===== src/rtl/lc3b_types.sv =====
// Shared LC-3b type definitions: data word, memory byte enables,
// memory operation kind and memory responder FSM states.
package lc3b_types;

   typedef logic [15:0] lc3b_word;
   typedef logic [1:0]  lc3b_mem_be;

   typedef enum logic {
      MEM_OP_READ,
      MEM_OP_WRITE
   } lc3b_mem_op;

   typedef enum logic [1:0] {
      MEM_IDLE,
      MEM_BUSY,
      MEM_RESP
   } lc3b_mem_state;

   // Width of the latency down-counter; holds LATENCY-1 for LATENCY up to 15.
   localparam int MEM_CNT_W = 4;

endpackage


===== src/rtl/mem_array.sv =====
// Word array built from two independent byte lanes so each lane maps onto
// its own block RAM with a synchronous write and a registered read.
module mem_array
   import lc3b_types::*;
#(
   parameter int ADDR_W = 8
) (
   input  logic              clk,
   input  logic              reset_n,
   input  logic              wr_en,
   input  logic [1:0]        wr_be,
   input  logic              rd_en,
   input  logic [ADDR_W-1:0] index,
   input  logic [15:0]       wr_data,
   output logic [15:0]       rd_data
);

   localparam int DEPTH = 2 ** ADDR_W;

   genvar gi;
   generate
      for (gi = 0; gi < 2; gi++) begin : g_lane
         logic [7:0] lane_q [DEPTH];
         logic [7:0] rd_byte_q;

         // Lane write: only when this lane's byte enable is set.
         always_ff @(posedge clk) begin
            if (wr_en && wr_be[gi]) begin
               lane_q[index] <= wr_data[gi*8 +: 8];
            end
         end

         // Registered read; the output register is the only part that resets.
         always_ff @(posedge clk or negedge reset_n) begin
            if (!reset_n) begin
               rd_byte_q <= 8'h00;
            end else if (rd_en) begin
               rd_byte_q <= lane_q[index];
            end
         end

         assign rd_data[gi*8 +: 8] = rd_byte_q;
      end
   endgenerate

endmodule


===== src/rtl/lc3b_mem_responder.sv =====
// LC-3b memory responder: captures a read/write request, waits LATENCY busy
// cycles, performs the access and pulses mem_resp for one cycle.
// Optional macro LC3B_MEM_ABORT_EN: dropping both requests while busy
// abandons the transaction without touching memory or mem_rdata.
module lc3b_mem_responder
   import lc3b_types::*;
#(
   parameter int ADDR_W  = 8,
   parameter int LATENCY = 2
) (
   input  logic        clk,
   input  logic        reset_n,
   input  logic        mem_read,
   input  logic        mem_write,
   input  logic [1:0]  mem_byte_enable,
   input  logic [15:0] mem_address,
   input  logic [15:0] mem_wdata,
   output logic [15:0] mem_rdata,
   output logic        mem_resp
);

   lc3b_mem_state         state_q, state_d;
   logic [MEM_CNT_W-1:0]  count_q, count_d;
   lc3b_mem_op            op_q, op_d;
   logic [ADDR_W-1:0]     index_q, index_d;
   lc3b_word              wdata_q, wdata_d;
   lc3b_mem_be            be_q, be_d;
   logic                  resp_q;
   logic                  rd_en;
   logic                  wr_en;
   logic                  abort;

   // Upper address bits and the byte-select bit do not take part in indexing.
   logic unused_addr;
   assign unused_addr = ^{mem_address[15:ADDR_W+1], mem_address[0]};

`ifdef LC3B_MEM_ABORT_EN
   assign abort = ~mem_read & ~mem_write;
`else
   assign abort = 1'b0;
`endif

   // Next-state logic: capture in IDLE, count down in BUSY, single RESP cycle.
   always_comb begin
      state_d = state_q;
      count_d = count_q;
      op_d    = op_q;
      index_d = index_q;
      wdata_d = wdata_q;
      be_d    = be_q;
      rd_en   = 1'b0;
      wr_en   = 1'b0;
      case (state_q)
         MEM_IDLE: begin
            if (mem_read || mem_write) begin
               // A simultaneous read and write is serviced as a write.
               op_d    = mem_write ? MEM_OP_WRITE : MEM_OP_READ;
               index_d = mem_address[ADDR_W:1];
               wdata_d = mem_wdata;
               be_d    = mem_byte_enable;
               count_d = MEM_CNT_W'(LATENCY - 1);
               state_d = MEM_BUSY;
            end
         end
         MEM_BUSY: begin
            if (abort) begin
               state_d = MEM_IDLE;
            end else if (count_q != '0) begin
               count_d = count_q - 1'b1;
            end else begin
               rd_en   = (op_q == MEM_OP_READ);
               wr_en   = (op_q == MEM_OP_WRITE);
               state_d = MEM_RESP;
            end
         end
         MEM_RESP: begin
            state_d = MEM_IDLE;
         end
         default: begin
            state_d = MEM_IDLE;
         end
      endcase
   end

   // State and captured-request registers; reset discards any pending request.
   always_ff @(posedge clk or negedge reset_n) begin
      if (!reset_n) begin
         state_q <= MEM_IDLE;
         count_q <= '0;
         op_q    <= MEM_OP_READ;
         index_q <= '0;
         wdata_q <= '0;
         be_q    <= '0;
         resp_q  <= 1'b0;
      end else begin
         state_q <= state_d;
         count_q <= count_d;
         op_q    <= op_d;
         index_q <= index_d;
         wdata_q <= wdata_d;
         be_q    <= be_d;
         // Registered copy of "in RESP" so mem_resp has no path from inputs.
         resp_q  <= (state_d == MEM_RESP);
      end
   end

   assign mem_resp = resp_q;

   mem_array #(
      .ADDR_W (ADDR_W)
   ) u_mem_array (
      .clk     (clk),
      .reset_n (reset_n),
      .wr_en   (wr_en),
      .wr_be   (be_q),
      .rd_en   (rd_en),
      .index   (index_q),
      .wr_data (wdata_q),
      .rd_data (mem_rdata)
   );

endmodule

===== config.mk =====
export PLATFORM = sky130hd
export DESIGN_NAME = lc3b_mem_responder
export DESIGN_NICKNAME = d
export VERILOG_FILES = /design/src/rtl/lc3b_types.sv /design/src/rtl/mem_array.sv /design/src/rtl/lc3b_mem_responder.sv
export SDC_FILE = /design/constraint.sdc
export NUM_CORES = 2
export LEC_CHECK = 0
export CAP_MARGIN = 15
export CORE_MARGIN = 2
export CORE_UTILIZATION = 60
export DETAILED_ROUTE_END_ITERATION = 10
export PLACE_DENSITY = 0.84
export SETUP_SLACK_MARGIN = 0.1
export SLEW_MARGIN = 25
export SYNTH_ARGS = -nofsm -noshare
export SYNTH_HDL_FRONTEND = slang
export SYNTH_SLANG_ARGS = --single-unit

===== constraint.sdc =====
create_clock -name clk -period 7 [get_ports clk]
set_input_delay 1.4 -clock clk [delete_from_list [all_inputs] [get_ports clk]]
set_output_delay 1.4 -clock clk [all_outputs]
set_load 0.03 [all_outputs]

### After elaboration in Yosys (flattened, before gate mapping)

Memory sizes are Yosys's and may differ from the RTL's. A register that Yosys moved wholly into a read port is not among the register bits.
Cells that the tools add are included.

| word-level totals | value |
|---|---|
| output and inout port bits | 17 |
| memories kept | 2 |
| bits of input ports | 38 |
| bits in registers | 34 |
| bits in writable memories | 4096 |
| word-level logic and storage cells | 40 |

| operators by class | value |
|---|---|
| add/subtract/negate cells | 1 |
| multiplexer cells | 15 |
| bitwise operators | 1 |
| eq/ne operators | 4 |
| reduce and logical (&&, ||, !) cells | 10 |

Memories:

| memory | depth | width | rd ports | clocked after Yosys merged registers in | write ports | line | text |
|---|---|---|---|---|---|---|---|
| u_mem_array.g_lane[0].lane_q | 256 | 8 | 1 | 1 | 1 | mem_array.sv:23 | `logic [7:0] lane_q [DEPTH];` |
| u_mem_array.g_lane[1].lane_q | 256 | 8 | 1 | 1 | 1 | mem_array.sv:23 |  |

Operators by type and width:

| cell | count |
|---|---|
| 1-bit two-way mux | 9 |
| 4-bit two-way mux | 2 |
| 4-bit one-hot mux with 2 select lines | 1 |
| 2-bit two-way mux | 2 |
| 2-bit inequality test (second input constant) | 2 |
| 2-bit one-hot mux with 2 select lines | 1 |
| 4-bit nonzero test | 1 |
| 4-bit by 1-bit subtractor with 4-bit output (second input constant) | 1 |
| 3-bit AND reduction | 1 |
| 2-bit by 1-bit equality test with 1-bit output (second input constant) | 1 |
| 2-bit equality test (second input constant) | 1 |
| 1-bit logical AND | 2 |
| 1-bit zero test | 2 |
| 2-bit zero test | 1 |
| 2-bit AND reduction | 1 |
| 2-bit nonzero test | 1 |
| 1-bit logical OR | 1 |
| 1-bit NOT | 1 |

### Logic depth before layout (Yosys ltp)

| logic depth | value |
|---|---|
| depth in word-level cells | 6 |
| mapped depth | 14 |
| mapped depth without buffers | 9 |

### Modules after synthesis

Synthesis repeated with hierarchy kept, for this count alone.

| second synthesis, totals | value |
|---|---|
| cell total of the unflattened synthesis | 7478 |
| area, all modules | 160044.7 um2 |

Modules (own cells, without submodules):

| module | times used | cells each | sequential area each (um2) | area an instance (um2) |
|---|---|---|---|---|
| mem_array | 1 | 7383 | 123398.3 | 158632.1 |
| lc3b_mem_responder | 1 | 95 | 850.8 | 1412.6 |

### Least setup slack after synthesis

OpenSTA, ideal clock, no wires.

| timing path | value |
|---|---|
| kind | reg2reg |
| from | reg wdata_q[0] |
| to | mem u_mem_array.g_lane[0].lane_q[0][0], data pin |
| setup slack | 3.016 ns |
| stages on the path, launching flop included | 1 |
| setup time | 0.803 ns |
| clock period less this slack | 3.984 ns |
| path buffers | 0 |
| required time | 6.197 ns |
| data arrival time | 3.181 ns |
| path through | dfrtp_1 |

RTL lines:

| what | line | text |
|---|---|---|
| from (decl) | lc3b_mem_responder.sv:26 | `lc3b_word wdata_q, wdata_d;` |
| from (signal assigned) | lc3b_mem_responder.sv:100 | `wdata_q <= wdata_d;` |
| to (decl) | mem_array.sv:23 |  |

No word-level cell before the write port.

### Worst setup path after layout

| timing path | value |
|---|---|
| from | reg count_q[0] |
| to | mem u_mem_array.g_lane[0].lane_q[181][7] (enable) |

| on the way | value |
|---|---|
| cells in the longest elaborated chain, start to end | 6 |

RTL lines:

| what | line | text |
|---|---|---|
| from (decl) | lc3b_mem_responder.sv:23 | `logic [MEM_CNT_W-1:0] count_q, count_d;` |
| from (signal assigned) | lc3b_mem_responder.sv:97 | `count_q <= count_d;` |
| 4-bit nonzero test | lc3b_mem_responder.sv:68 | `end else if (count_q != '0) begin` |
| 1-bit two-way mux | lc3b_mem_responder.sv:68 |  |
| 1-bit two-way mux | lc3b_mem_responder.sv:53 | `case (state_q)` |
| 1-bit logical AND | mem_array.sv:28 | `if (wr_en && wr_be[gi]) begin` |
| 1-bit two-way mux | mem_array.sv:28 |  |
| 1-bit two-way mux (implied by the code) | mem_array.sv:29 | `lane_q[index] <= wr_data[gi*8 +: 8];` |

Every way passes these cells.

==> reports/metrics.csv <==
stage,metric,value,unit
timing,max_freq,0.181,GHz
final_layout,fin_cells,11500,
yosys,ys_async_sr_fraction,1.21,%
yosys,synthFlopType,edfxtp_1,
placed_design,post_dp_cell_area,165000,µm²
placed_design,dp_cells,10700,
yosys,synth_xor_area_share,0.0109,%
timing,rsz0062_at_grt,no,
cts,clk_path_buf_depth,4,
cts,clock-sinks,4146,
cts,cts_tree,done,
final_layout,layout.nets,7623,
final_layout,design_area,178000,µm²
min_path,hp-class,input port to asynchronous set/reset pin,
status,outcome,completed,
timing,worst_slew_pin_slew,1.28,ns
yosys,yosysSeqAreaShare,77.5,%
placed_design,routabilityCongestion,0.898,
cts,post_cts_buffers,0,
yosys,synth-adder-area-share,0.0156,%
final_layout,drive_gt1_share,23.5,%
yosys,synth_compound_area_share,2.40,%
yosys,syn_nets,7457,
timing,final_hold_viol_count,0,
detailed_routing,first_pass_iters,9,
die,rows,189,
final_layout,layout_common_cells,"4,096 x edfxtp_1, 995 x mux4_2, 571 x nor2_1",
cts,clk_pin_slew,0.06,ns
final_layout,fill_cells,14700,
timing,post-route-period-util,78.8,%
timing,report.final.slew_viol_count,0,
power,powerDensity,443,nW/µm²
global_routing,grt_start_max_net_pins,258,
global_routing,grtUsageTotal,34.8,%
worst_setup_path,path_delay_family,simple AND/OR/NAND/NOR gates,
job,maxCapViolCount,0,
cts,cts_htree_levels,5,
worst_setup_path,crit_fanout,16,
detailed_routing,wl_per_cell,41.4,µm
power,power.leakage,0.0551,µW
yosys,ys_seq_elements,4146,
placed_design,hpwl,247,mm
timing,holdWs,0.417,ns
yosys,synthCells,7417,
worst_setup_path,worstPathRequired,7.59,ns
cts,clk_latency,1.08,ns
timing,fin_crit,5.52,ns
yosys,synthTopCellsByArea,"edfxtp_1 77%, mux4_2 14%, mux2i_1 1.8%, nor2_1 1.4%, dfrtp_1 0.78%",
worst_setup_path,path_cells,inv_1 > ha_1 > or3b_1 > nor2_1 > nand3_1 > nor2_1 > nand2_1 > nor2_1,
placed_design,io_buffer_count,46,
die,die_h,521,µm
yosys,yosysWarnings,0,
worst_setup_path,crit_type,flop to flop,
yosys,synth_edf_count,4096,
yosys,synth_top_family_by_area,multiplexers,
detailed_routing,postRouteWirelength,475,mm
yosys,synth.avg_cell_area,21.6,µm²
detailed_routing,drc_errors,0,
global_routing,antenna_found_initial,51,
yosys,synth.distinct_cells,71,
worst_setup_path,critPathMaxStageDelay,0.96,ns
timing,tns,0,ns
worst_setup_path,worst_setup_path_start_kind,flop,
detailed_routing,drt-initial-drc-count,17300,
die,core-area,266000,µm²
die,io_pins,55,
cts,cts_made_buffers,402,
worst_setup_path,end_kind,flop,
yosys,synth_simple_gate_area_share,2.39,%
final_layout,syn_to_final_growth,10.9,%
yosys,syn_area,160000,µm²
detailed_routing,postRouteAntennaNets,0,
yosys,synth_top_area_share,76.7,%
cts,cts.hold.buffers_added,0,
die,fp.dieW,521,µm
global_routing,gr-total-overflow,0,
detailed_routing,vias_per_cell,7.63,
yosys,synth_mux_area_share,16.2,%
cts,root_buffer,clkbuf_16,
timing,slew_headroom,14.9,%
die,start_util,60.4,%
cts,cts_resized,0,
die,fp.dieArea,271000,µm²
worst_setup_path,cp_slowest_cell,nor2_1,
yosys,yosys.area.top_type,edfxtp_1,
timing,skew,0.0992,ns
timing,setup_viol,0,
worst_setup_path,cp.arrival,6.11,ns
global_routing,first_global_vias,86500,
global_routing,grt_pass1_wl,659,mm
detailed_routing,vias,87500,
final_layout,layout_commonest_cell,edfxtp_1,
worst_setup_path,path_buf_inv,1,
power,vdd_drop_max,375,µV
worst_setup_path,cpMostUsedCell,nor2_1,
## registers in the layout (all words and copies together), names as in the netlist
signal	cells
op_q	1
index_q	8
count_q	4
mem_resp	1
be_q	2
state_q	2
wdata_q	16
u_mem_array.g_lane.lane_q	4096
u_mem_array.g_lane.rd_byte_q	16
## metal layers
layer	up-vias	track usage [%]	share of wire (%)
met5	-	0.123	0.10
li1	31400	-	-
met1	43800	42.2	30
met3	2310	12.2	16
met4	64	24.7	8.7
met2	9925	52.5	46
## final cells by class
cell class                 count  area [µm²]  share of cell area (%)
antenna                       33        82.6                  0.0464
tap                         3533        4420                    2.49
clock inverter               242        2310                    1.30
sequential                  4146      124000                    69.9
inverter                       6        30.0                  0.0169
timing repair buffer         212        2250                    1.27
clock buffer                 479       10500                    5.88
multi-input combinational   2815       34000                    19.1
## final timing paths
path / startpoint / endpoint / slack (ns) / cells past startpoint
max in group asynchronous: reset_n / index_q[5] / 5.90 / 1
worst min-delay path: reset_n / wdata_q[9] / 0.42 / 1
worst max register to register: count_q[0] / u_mem_array.g_lane[0].lane_q[181][7] / 1.48 / 8
worst max-delay path: count_q[0] / u_mem_array.g_lane[0].lane_q[181][7] / 1.48 / 8
min in group clk: count_q[0] / count_q[0] / 0.54 / 1
worst min register to register: count_q[0] / count_q[0] / 0.54 / 1
## cell families after synthesis
kind of cell / Yosys count
multiplexers: 1336
buffers and inverters: 456
AO/OA/AOI/OAI: 552
XOR/XNOR: 2
flip-flops: 4146
AND/OR/NAND/NOR: 923
adder cells (fa/ha/maj): 2
## cells in the mapped netlist (16+ instances only)
cell type / number
edfxtp_1: 4096
mux4_2: 995
nor2_1: 578
mux2i_1: 282
clkbuf_1: 179
nand2_1: 174
buf_2: 146
a22oi_1: 126
a21oi_1: 88
buf_4: 81
o22ai_1: 76
o21ai_0: 59
mux2_2: 54
dfrtp_1: 50
nand3_1: 46
a211oi_1: 34
nor3_1: 27
nor2b_1: 25
a32oi_1: 23
buf_1: 22
buf_6: 18
a221oi_1: 16
## stage by stage
stage | util (%) | total power, µW | setup slack (ns)
floorplan | - | 46800 | 3.02
global placement | 62.0 | 54600 | 2.22
detailed placement | 62.0 | 55400 | 2.14
CTS | 66.8 | 77300 | 2.01
global route | 66.9 | 79500 | 1.70
finish | 67.0 | 78800 | 1.48
## power breakdown
| part | switching [µW] | total (µW) | internal [µW] |
|---|---|---|---|
| Sequential | 1360 | 32600 | 31200 |
| Clock | 9570 | 21800 | 12200 |
| Combinational | 16500 | 24400 | 7910 |
| Total | 27500 | 78800 | 51300 |
Note: power is estimated with default switching activity, not from simulation.
